<file path="src/rtl/rom_loader_pkg.sv">
// rom_loader_pkg: shared types and helpers for the ROM download path.
//   state_e   : download FSM states (IDLE, LOAD, DRAIN, HOLD)
//   IOCTL_AW  : width of the ioctl byte offset coming from mist_io
//   DATA_W    : width of one download byte
//   bank_w()  : width of one page-table entry (bank number)
//   entry_w() : width of one packed FIFO entry {addr, data}
// The packed FIFO entry struct itself is declared inside rom_loader as
// struct packed {logic [ADDR_W-1:0] addr; logic [DATA_W-1:0] data;}, because
// its address width follows that module's ADDR_W parameter.
package rom_loader_pkg;

  typedef enum logic [1:0] {
    IDLE  = 2'd0,
    LOAD  = 2'd1,
    DRAIN = 2'd2,
    HOLD  = 2'd3
  } state_e;

  localparam int IOCTL_AW = 25;
  localparam int DATA_W   = 8;

  function automatic int bank_w(input int addr_w, input int page_w);
    return addr_w - page_w;
  endfunction

  function automatic int entry_w(input int addr_w);
    return addr_w + DATA_W;
  endfunction

endpackage

</file>
<file path="src/rtl/rom_loader_fifo.sv">
// rom_loader_fifo: small synchronous FIFO buffering download writes.
//   clk, srst : clock and synchronous active-high reset
//   push, din : write strobe and entry (ignored while full)
//   pop       : remove head entry (ignored while empty)
//   full      : DEPTH entries stored
//   empty     : no entries stored
//   last      : exactly one entry stored
//   head      : oldest entry, valid while !empty
// DEPTH must be a power of two so the pointers wrap naturally.
module rom_loader_fifo #(
  parameter int WIDTH = 31,
  parameter int DEPTH = 4
) (
  input  logic             clk,
  input  logic             srst,
  input  logic             push,
  input  logic [WIDTH-1:0] din,
  input  logic             pop,
  output logic             full,
  output logic             empty,
  output logic             last,
  output logic [WIDTH-1:0] head
);

  localparam int PW = (DEPTH > 1) ? $clog2(DEPTH) : 1;
  localparam int CW = PW + 1;

  logic [WIDTH-1:0] mem_q [DEPTH];
  logic [PW-1:0]    wr_ptr_q;
  logic [PW-1:0]    rd_ptr_q;
  logic [CW-1:0]    count_q;
  logic             do_push;
  logic             do_pop;

  assign full    = (count_q == CW'(DEPTH));
  assign empty   = (count_q == '0);
  assign last    = (count_q == CW'(1));
  assign do_push = push & ~full;
  assign do_pop  = pop & ~empty;
  // Head is read combinationally so a byte can reach the memory port the
  // cycle after it was pushed.
  assign head    = mem_q[rd_ptr_q];

  always_ff @(posedge clk) begin
    if (do_push) begin
      mem_q[wr_ptr_q] <= din;
    end
  end

  always_ff @(posedge clk) begin
    if (srst) begin
      wr_ptr_q <= '0;
      rd_ptr_q <= '0;
      count_q  <= '0;
    end else begin
      if (do_push) wr_ptr_q <= wr_ptr_q + PW'(1);
      if (do_pop)  rd_ptr_q <= rd_ptr_q + PW'(1);
      case ({do_push, do_pop})
        2'b10:   count_q <= count_q + CW'(1);
        2'b01:   count_q <= count_q - CW'(1);
        default: count_q <= count_q;
      endcase
    end
  end

endmodule

</file>
<file path="src/rtl/rom_loader.sv">
// rom_loader: ROM download path from mist_io ioctl to the SDRAM write mux.
// Maps each download page through a runtime page table, buffers writes in a
// FIFO with a we/ack handshake, and holds the core in reset during download
// plus RELEASE_CYCLES cycles after the last write is accepted.
//   clk_sys, reset           : clock, synchronous active-high reset
//   ioctl_download/index/wr/addr/dout : download stream from mist_io
//   page_map, page_valid     : bank per page (BW bits each) and enable mask
//   mem_we/addr/din, mem_ack : write request toward memory controller
//   boot_reset, busy         : core reset request, FSM not idle
//   overflow, unmapped       : sticky dropped-byte flags
//   pages_loaded             : pages that received at least one byte
//   checksum                 : byte sum (only with ROM_LOADER_CHECKSUM_EN)
// Optional macro: ROM_LOADER_CHECKSUM_EN enables the 16-bit checksum.
module rom_loader
  import rom_loader_pkg::*;
#(
  parameter int ADDR_W         = 23,
  parameter int PAGE_W         = 14,
  parameter int NUM_PAGES      = 8,
  parameter int FIFO_DEPTH     = 4,
  parameter int RELEASE_CYCLES = 16,
  parameter int ROM_INDEX      = 0
) (
  input  logic                                    clk_sys,
  input  logic                                    reset,
  input  logic                                    ioctl_download,
  input  logic [7:0]                              ioctl_index,
  input  logic                                    ioctl_wr,
  input  logic [IOCTL_AW-1:0]                     ioctl_addr,
  input  logic [7:0]                              ioctl_dout,
  input  logic [NUM_PAGES*(ADDR_W-PAGE_W)-1:0]    page_map,
  input  logic [NUM_PAGES-1:0]                    page_valid,
  output logic                                    mem_we,
  output logic [ADDR_W-1:0]                       mem_addr,
  output logic [7:0]                              mem_din,
  input  logic                                    mem_ack,
  output logic                                    boot_reset,
  output logic                                    busy,
  output logic                                    overflow,
  output logic                                    unmapped,
  output logic [NUM_PAGES-1:0]                    pages_loaded,
  output logic [15:0]                             checksum
);

  localparam int BW   = bank_w(ADDR_W, PAGE_W);
  localparam int PNW  = IOCTL_AW - PAGE_W;
  localparam int IW   = (NUM_PAGES > 1) ? $clog2(NUM_PAGES) : 1;
  localparam int CNTW = $clog2(RELEASE_CYCLES + 1);

  typedef struct packed {
    logic [ADDR_W-1:0] addr;
    logic [DATA_W-1:0] data;
  } entry_t;

  // Page decode
  logic [BW-1:0]        bank_tbl [NUM_PAGES];
  logic [NUM_PAGES-1:0] page_hot;
  logic [PNW-1:0]       page;
  logic [IW-1:0]        page_idx;
  logic                 mapped;
  logic [ADDR_W-1:0]    mapped_addr;

  assign page     = ioctl_addr[IOCTL_AW-1:PAGE_W];
  assign page_idx = page[IW-1:0];

  // Full-width compare per entry, so out-of-range pages never alias onto
  // a low entry.
  for (genvar gi = 0; gi < NUM_PAGES; gi++) begin : g_page
    assign bank_tbl[gi] = page_map[gi*BW +: BW];
    assign page_hot[gi] = (page == PNW'(gi));
  end

  assign mapped      = |(page_hot & page_valid);
  assign mapped_addr = {bank_tbl[page_idx], ioctl_addr[PAGE_W-1:0]};

  // FSM and flag state
  state_e               state_q, state_d;
  logic [CNTW-1:0]      cnt_q, cnt_d;
  logic                 overflow_q, overflow_d;
  logic                 unmapped_q, unmapped_d;
  logic [NUM_PAGES-1:0] pages_q, pages_d;
  logic                 gap_q;

  logic   active;
  logic   wr_seen;
  logic   push;
  logic   pop;
  logic   fifo_full;
  logic   fifo_empty;
  logic   fifo_last;
  entry_t push_entry;
  entry_t fifo_head;

  assign active     = ioctl_download & (ioctl_index == 8'(ROM_INDEX));
  assign wr_seen    = (state_q == LOAD) & active & ioctl_wr;
  // Full is the pre-pop value, so a push on a full FIFO is dropped even
  // when the head leaves in the same cycle.
  assign push       = wr_seen & mapped & ~fifo_full;
  assign push_entry = '{addr: mapped_addr, data: ioctl_dout};

  rom_loader_fifo #(
    .WIDTH ($bits(entry_t)),
    .DEPTH (FIFO_DEPTH)
  ) u_fifo (
    .clk   (clk_sys),
    .srst  (reset),
    .push  (push),
    .din   (push_entry),
    .pop   (pop),
    .full  (fifo_full),
    .empty (fifo_empty),
    .last  (fifo_last),
    .head  (fifo_head)
  );

  // gap_q forces one idle cycle after each accepted write so the
  // controller sees a fresh request edge per entry.
  assign mem_we   = ~fifo_empty & ~gap_q;
  assign pop      = mem_we & mem_ack;
  assign mem_addr = mem_we ? fifo_head.addr : '0;
  assign mem_din  = mem_we ? fifo_head.data : '0;

  always_comb begin
    state_d    = state_q;
    cnt_d      = cnt_q;
    overflow_d = overflow_q;
    unmapped_d = unmapped_q;
    pages_d    = pages_q;
    case (state_q)
      IDLE: begin
        if (active) begin
          state_d    = LOAD;
          overflow_d = 1'b0;
          unmapped_d = 1'b0;
          pages_d    = '0;
        end
      end
      LOAD: begin
        if (wr_seen) begin
          if (!mapped)        unmapped_d = 1'b1;
          else if (fifo_full) overflow_d = 1'b1;
          else                pages_d    = pages_q | page_hot;
        end
        if (!active) state_d = DRAIN;
      end
      DRAIN: begin
        if (active) begin
          state_d = LOAD;
        end else if (fifo_empty || (pop && fifo_last)) begin
          // Leave on the cycle the last entry is accepted so the release
          // count starts right at that pop.
          state_d = HOLD;
          cnt_d   = CNTW'(RELEASE_CYCLES - 1);
        end
      end
      HOLD: begin
        if (active) begin
          state_d = LOAD;
        end else if (cnt_q == '0) begin
          state_d = IDLE;
        end else begin
          cnt_d = cnt_q - CNTW'(1);
        end
      end
      default: state_d = IDLE;
    endcase
  end

  always_ff @(posedge clk_sys) begin
    if (reset) begin
      state_q    <= IDLE;
      cnt_q      <= '0;
      overflow_q <= 1'b0;
      unmapped_q <= 1'b0;
      pages_q    <= '0;
      gap_q      <= 1'b0;
    end else begin
      state_q    <= state_d;
      cnt_q      <= cnt_d;
      overflow_q <= overflow_d;
      unmapped_q <= unmapped_d;
      pages_q    <= pages_d;
      gap_q      <= pop;
    end
  end

  assign boot_reset   = (state_q != IDLE);
  assign busy         = (state_q != IDLE);
  assign overflow     = overflow_q;
  assign unmapped     = unmapped_q;
  assign pages_loaded = pages_q;

`ifdef ROM_LOADER_CHECKSUM_EN
  logic [15:0] checksum_q;

  always_ff @(posedge clk_sys) begin
    if (reset) begin
      checksum_q <= '0;
    end else if ((state_q == IDLE) && active) begin
      checksum_q <= '0;
    end else if (push) begin
      checksum_q <= checksum_q + {8'h00, ioctl_dout};
    end
  end

  assign checksum = checksum_q;
`else
  assign checksum = '0;
`endif

endmodule
</file>
<file path="config.mk">
export PLATFORM = sky130hd
export DESIGN_NAME = rom_loader
export DESIGN_NICKNAME = d
export VERILOG_FILES = /design/src/rtl/rom_loader_pkg.sv /design/src/rtl/rom_loader_fifo.sv /design/src/rtl/rom_loader.sv
export SDC_FILE = /design/constraint.sdc
export NUM_CORES = 1
export LEC_CHECK = 0
export ABC_AREA = 1
export ABC_CLOCK_PERIOD_IN_PS = 3400
export CORE_MARGIN = 2
export CORE_UTILIZATION = 46
export CTS_BUF_LIST = sky130_fd_sc_hd__clkbuf_8
export DETAILED_ROUTE_END_ITERATION = 10
export GPL_ROUTABILITY_DRIVEN = 0
export PLACE_DENSITY = 0.79
export SYNTH_ARGS = -nofsm -noshare
export SYNTH_HDL_FRONTEND = slang
export SYNTH_SLANG_ARGS = --single-unit
export TNS_END_PERCENT = 20
</file>
<file path="constraint.sdc">
create_clock -name clk_sys -period 3.4 [get_ports clk_sys]
set_clock_uncertainty 0.15 [all_clocks]
set_input_delay 0.51 -clock clk_sys [delete_from_list [all_inputs] [get_ports clk_sys]]
set_output_delay 0.51 -clock clk_sys [all_outputs]
set_load 0.02 [all_outputs]
</file>
==> results of run 1 <==
==> state kept, by name, summed over array words and instances (netlist names), named ones only <==
name             count
pages_loaded         8
cnt_q                5
unmapped             1
u_fifo.count_q       3
u_fifo.mem_q       124
gap_q                1
state_q              2
u_fifo.rd_ptr_q      2
overflow             1
u_fifo.wr_ptr_q      2
==> final timing paths <==
kind	from	depth (start not counted)	endpoint	slack [ps]
worst min register to register	cnt_q[0]$_SDFFE_PP0P_	2	cnt_q[0]$_SDFFE_PP0P_	320
worst max-delay path	u_fifo.count_q[0]$_SDFFE_PP0P_	7	mem_din[2]	170
worst min-delay path	cnt_q[0]$_SDFFE_PP0P_	2	cnt_q[0]$_SDFFE_PP0P_	320
worst max register to register	state_q[0]$_SDFFE_PP0P_	11	u_fifo.count_q[2]$_SDFFE_PP0P_	900
==> cell type report <==
type | instances | area [sq um]
inverter | 58 | 218
multi-input combinational | 517 | 2560
timing repair buffer | 180 | 1830
sequential | 151 | 4270
clock inverter | 14 | 223
fill | 1225 | 5660
tap | 211 | 264
antenna | 1 | 2.50
clock buffer | 17 | 234
==> power by group <==
part / leakage, nW / switching (W) / internal [W] / total (W)
sequential: 1.33 / 0.0000217 / 0.00203 / 0.00206
combinational: 1.96 / 0.000549 / 0.000424 / 0.000973
clock: 0.219 / 0.000685 / 0.000879 / 0.00156
total: 3.52 / 0.00126 / 0.00334 / 0.00459
==> kinds of logic after synthesis <==
kind of cell | after synthesis | synth area share [%]
adder cells (fa/ha/maj) | 11 | 1.91
XOR/XNOR | 3 | 0.364
buffers and inverters | 108 | 6.83
other | 1 | 0.0519
AND/OR/NAND/NOR | 333 | 19.7
flip-flops | 151 | 59.0
AO/OA/AOI/OAI | 154 | 12.1
==> Yosys cell counts (2+ instances only) <==
cell,number,area [sq um]
a211oi_1,3,22.5
a21oi_1,45,225
a22oi_1,18,135
a31oi_1,9,56.3
buf_4,18,135
clkbuf_1,28,105
clkinv_1,4,15.0
dfxtp_1,27,541
edfxtp_1,124,3720
ha_1,11,138
inv_1,52,195
inv_2,2,7.51
nand2_1,103,387
nand2_2,7,43.8
nand3_1,20,100
nand3_2,2,20.0
nand3_4,3,52.6
nand4_1,14,87.6
nor2_1,175,657
nor2_2,4,25.0
o21ai_0,72,360
xor2_1,2,17.5
==> routing by layer <==
metal  vias up  routed length [microns]
met4         0                      154
met2       235                     8580
met3        14                     1300
met5         -                        0
li1       2883                        -
met1      2635                     7390
==> stage by stage <==
stage          hold slack [ps]  worst slack, ps  power, W
2_1_floorplan              289              168   0.00264
3_3_place_gp               299              416   0.00306
3_5_place_dp               304              385   0.00307
4_1_cts                    317             47.7   0.00462
5_1_grt                    361             4.06   0.00479
6_report                   315              173   0.00459
==> layout by cell type (no fill, tap or decap), types with 3 or more instances in the layout <==
master           instances
a211oi_1                 3
a21oi_1                 45
nor2_2                   4
conb_1                  16
nand2_1                103
nand3_1                 20
nand4_1                 14
inv_6                    3
nand3_4                  3
a22oi_1                 18
buf_4                    8
nor2_1                 171
ha_1                    11
clkbuf_8                17
dfxtp_1                 26
edfxtp_1               124
clkinvlp_4               3
nand2_2                  6
inv_2                    3
clkinv_1                 5
inv_1                   51
o21ai_0                 72
buf_12                   5
nor2_4                   4
bufinv_16                5
a31oi_1                  9
clkdlybuf4s50_1        167
==> timing repair <==
action	in CTS	in global routing
endpoints found under the hold margin	0	0
setup endpoints to repair	0	10
setup buffers	0	0
resized for setup	0	1
==> worst max-delay path: cells and delay by family (launching register included) <==
kind / cells / cell delay, ps
compound gates: 1 / 210
flops: 1 / 380
buf+inv: 3 / 1000
fa+ha+maj: 1 / 220
simple gates: 2 / 310
==> reports/qor.csv, run 1 <==
stage,metric,value,unit
clocking,CTS Sinks,151,
timing,unrepaired setup endpoints after global routing,no,
setup_path,startpoint types,register,
timing,Slew @ Worst Pin,1100,ps
synthesis,main flop type after synthesis,edfxtp_1,
clocking,Clock Tree Buf Depth,2,
synthesis,synth unique cells,40,
finish,final cell count without fillers,1149,
detailed_routing,routed len/inst,15.2,microns
clocking,worst-skew pair later-pin latency,440,ps
setup_path,Crit Path Class,reg -> out,
detailed_routing,"antenna viol nets, final",0,
power,PD cells,479,nW/um^2
synthesis,Gate Count Post-Synth,761,
floorplanning,I/O pin count,186,
setup_path,WP data required,2740,ps
finish,Total Nets Final,1062,
setup_path,crit path DAT,2570,ps
run,Max Cap Violations,0,
clocking,H-tree depth,4,
synthesis,synthesized flop and latch total,151,
global_route,met3 Use GR,5.82,%
global_route,antenna violations before repair,1,
floorplanning,die height,129,microns
timing,Slew HR,26.6,%
global_route,GR Util met2,36.9,%
placed_design,post-detail-place hpwl,11.9,mm
synthesis,Mapped Area,7220,sq um
clocking,Num CTS Buffers,17,
timing,Final Setup Violations,0,
detailed_routing,Vias,5767,
setup_path,slowest CP cell,clkdlybuf4s50_1,
global_route,first-pass GRT wire length,27.4,mm
placed_design,dpl cells,1117,
timing,period utilization,94.9,%
floorplanning,core area,15300,sq um
power,Worst VDD drop,0.000269,V
timing,fin crit period,3230,ps
outcome,status,"finished, final reports clean",
synthesis,Post-synth EDFFs,124,
timing,f_max,310,MHz
power,leak pwr,3.52,nW
setup_path,CP Max Fanout,18,
timing,Sum Neg Setup Slack,0,ps
finish,design area,9590,sq um
global_route,Top Usage Layer GRT,met2,
global_route,largest net degree at the start of global routing,63,
placed_design,IO Port Bufs,169,
floorplanning,die width,129,microns
global_route,vias in the first global route,5449,
worst_hold_path,worst hold-check path type,reg -> reg,
floorplanning,full die area,16700,sq um
detailed_routing,vias per inst,5.02,
timing,Max Transition Viols Final,0,
setup_path,worst path cell trace,inv_1 > ha_1 > nand2_1 > nand2_4 > buf_4 > a21oi_1 > clkdlybuf4s50_1,
global_route,GRT Util Overall,21.3,%
synthesis,Post-synth ARST share,0,%
setup_path,CP peak stage delay,640,ps
synthesis,Yosys warnings,0,
detailed_routing,DRC errors left,0,
finish,final core utilization,62.9,%
setup_path,Crit. End Element,output port,
synthesis,Syn Area/Cell,9.49,sq um
detailed_routing,DRT iter0 DRCs,354,
placed_design,Post-Place Cell Area,9130,sq um
finish,layout cell share with drive strength beyond 1,7.90,%
synthesis,register area share after synthesis,59.0,%
detailed_routing,WL final,17.4,mm
floorplanning,Starting Density,47.3,%
clocking,# hold bufs at CTS,0,
global_route,met1 GRT Util,26.6,%
clocking,TritonCTS clock tree,yes,
finish,P&R area growth vs syn,32.8,%
clocking,"Clk pin slew, worst setup/hold paths",80,ps
detailed_routing,Pre-antenna DRT Iters,5,
floorplanning,std cell rows,45,
global_route,grt ovf,0,
clocking,Root Buffer,clkbuf_8,
timing,final hold vios,0,
Power figures use the tool's default switching activity.
==> inputs of run 2 (changes only) <==
--- a/config.mk
+++ b/config.mk
@@ -8,10 +8,12 @@
 export ABC_AREA = 1
 export ABC_CLOCK_PERIOD_IN_PS = 3400
 export CORE_MARGIN = 2
-export CORE_UTILIZATION = 46
+export CORE_UTILIZATION = 60
 export CTS_BUF_LIST = sky130_fd_sc_hd__clkbuf_8
 export DETAILED_ROUTE_END_ITERATION = 10
+export DONT_BUFFER_PORTS = 1
 export GPL_ROUTABILITY_DRIVEN = 0
+export GPL_TIMING_DRIVEN = 0
 export PLACE_DENSITY = 0.79
 export SYNTH_ARGS = -nofsm -noshare
 export SYNTH_HDL_FRONTEND = slang
==> reports/qor.csv, run 2 (synthesized netlist as in run 1, its figures left out) <==
stage,metric,value,unit
timing,hold slack,214,ps
global_route,GR Util met2,50.1,%
placed_design,post-detail-place hpwl,12.3,mm
timing,Slew @ Worst Pin,622,ps
detailed_routing,Pre-antenna DRT Iters,5,
finish,max reg flops,124,
floorplanning,die width,114,microns
setup_path,slowest CP cell,a21oi_1,
detailed_routing,DRC errors left,0,
power,PD cells,494,nW/um^2
detailed_routing,Vias,5661,
finish,P&R area growth vs syn,12.9,%
clocking,H-tree depth,4,
global_route,Top Usage Layer GRT,met2,
placed_design,IO Port Bufs,0,
outcome,status,"finished, final reports clean",
floorplanning,die height,114,microns
run,Max Cap Violations,0,
floorplanning,Starting Density,60.9,%
setup_path,startpoint types,register,
floorplanning,full die area,12900,sq um
power,Pwr Total,0.00403,W
timing,unrepaired setup endpoints after global routing,no,
floorplanning,I/O pin count,186,
setup_path,WP buf/inv,2,
detailed_routing,vias per inst,5.77,
power,leak pwr,3.04,nW
clocking,"Clk pin slew, worst setup/hold paths",70,ps
finish,layout cell share with drive strength beyond 1,9.36,%
clocking,worst-skew pair later-pin latency,440,ps
floorplanning,core area,11900,sq um
global_route,first-pass GRT wire length,26.8,mm
global_route,GRT Util Overall,27.3,%
setup_path,crit-path leading delay family,buffers and inverters,
global_route,grt ovf,0,
timing,Final Setup Violations,0,
global_route,vias in the first global route,5725,
clocking,CTS Sinks,151,
setup_path,Crit Path Class,reg -> out,
timing,f_max,318,MHz
clocking,Num CTS Buffers,17,
timing,fin crit period,3140,ps
setup_path,CP peak stage delay,550,ps
power,Worst VDD drop,0.000268,V
finish,"commonest non-fill, non-tap cells in the layout","171 x nor2_1, 124 x edfxtp_1, 103 x nand2_1",
setup_path,Crit. End Element,output port,
detailed_routing,routed len/inst,18.2,microns
clocking,Post-CTS Resized,0,
floorplanning,std cell rows,40,
clocking,Clock Tree Buf Depth,2,
global_route,antenna violations before repair,1,
timing,final worst slack,258,ps
global_route,met3 Use GR,6.85,%
timing,Slew HR,58.7,%
timing,period utilization,92.4,%
timing,final hold vios,0,
detailed_routing,WL final,17.8,mm
worst_hold_path,worst hold-check path type,in -> reg,
finish,Total Nets Final,958,
setup_path,WP data required,2740,ps
detailed_routing,"antenna viol nets, final",0,
setup_path,crit path DAT,2480,ps
clocking,Root Buffer,clkbuf_8,
timing,Max Transition Viols Final,0,
finish,"commonest non-fill, non-tap cell in the layout",nor2_1,
global_route,largest net degree at the start of global routing,27,
global_route,met1 GRT Util,28.3,%
clocking,TritonCTS clock tree,yes,
finish,Largest Register,u_fifo.mem_q,
setup_path,worst path cell trace,clkbuf_1 > clkbuf_1 > nor2_1 > nor2_1 > o21ai_0 > a21oi_1,
setup_path,CP Max Fanout,10,
placed_design,setup slack at placement,666,ps
detailed_routing,DRT iter0 DRCs,490,
run 2: cell types whose count changed in the layout (fill, tap and decap cells not counted), moves of 2 or more:
cell / previous run / this run
buf_4: 8 / 18
clkinv_1: 5 / 8
buf_12: 5 / 3
dlygate4sd3_1: 0 / 22
clkinv_2: 0 / 2
inv_6: 3 / 0
inv_1: 51 / 55
clkdlybuf4s50_1: 167 / 0
bufinv_16: 5 / 2
clkbuf_1: 0 / 28
run 2: power breakdown:
part	total, W	internal (W)	switching [W]
Clock	0.00125	0.000626	0.000619
Combinational	0.000717	0.000198	0.000519
Sequential	0.00207	0.00203	0.0000365
Total	0.00403	0.00286	0.00117
run 2: per-layer routing:
layer	vias to the layer above	share of wire (%)	wire length, microns
li1	2672	-	-
met1	2654	37	6540
met2	286	52	9330
met3	49	6.8	1220
met4	0	4.0	712
met5	-	0	0
run 2: layout make-up:
type / count / area (sq um)
plain buffers: 50 / 275
clock inverters: 14 / 120
fillers: 893 / 3700
repair buffers: 26 / 308
well taps: 147 / 184
diodes: 1 / 2.50
inverters: 58 / 218
clock buffers: 17 / 234
multi-input cells: 517 / 2550
flip-flops and latches: 151 / 4260
run 2: worst paths after layout:
path / start / to / slack, ps / cells after the start
max: register / mem_din[1] / 260 / 6
min: ioctl_index[5] / state_q[0]$_SDFFE_PP0P_ / 210 / 3
max reg2reg: state_q[0]$_SDFFE_PP0P_ / u_fifo.mem_q[0][24]$_DFFE_PP_ / 980 / 7
min reg2reg: cnt_q[0]$_SDFFE_PP0P_ / cnt_q[0]$_SDFFE_PP0P_ / 320 / 2
run 2: metrics by stage:
step / cell area [sq um] / utilization, % / TNS, ps / instances
3_3_place_gp: 7460 / 62.9 / -108500 / 923
5_1_grt: 8160 / 68.8 / 0 / 981
2_1_floorplan: 7280 / - / 0 / 776
4_1_cts: 8150 / 68.7 / 0 / 980
6_report: 8160 / 68.8 / 0 / 981
3_5_place_dp: 7580 / 63.9 / 0 / 927
run 2: worst reg2reg max path, delay by kind of cell (launching register included):
family                 cells  cell delay, ps
AND/OR/NAND/NOR            4            1100
flip-flops                 1             430
buffers and inverters      3             430
run 2: timing repair:
item                                    in CTS  in global routing
hold buffers                                22                  0
endpoints found under the setup margin       0                  0
buffers inserted                             0                  0
endpoints found under the hold margin       88                  0
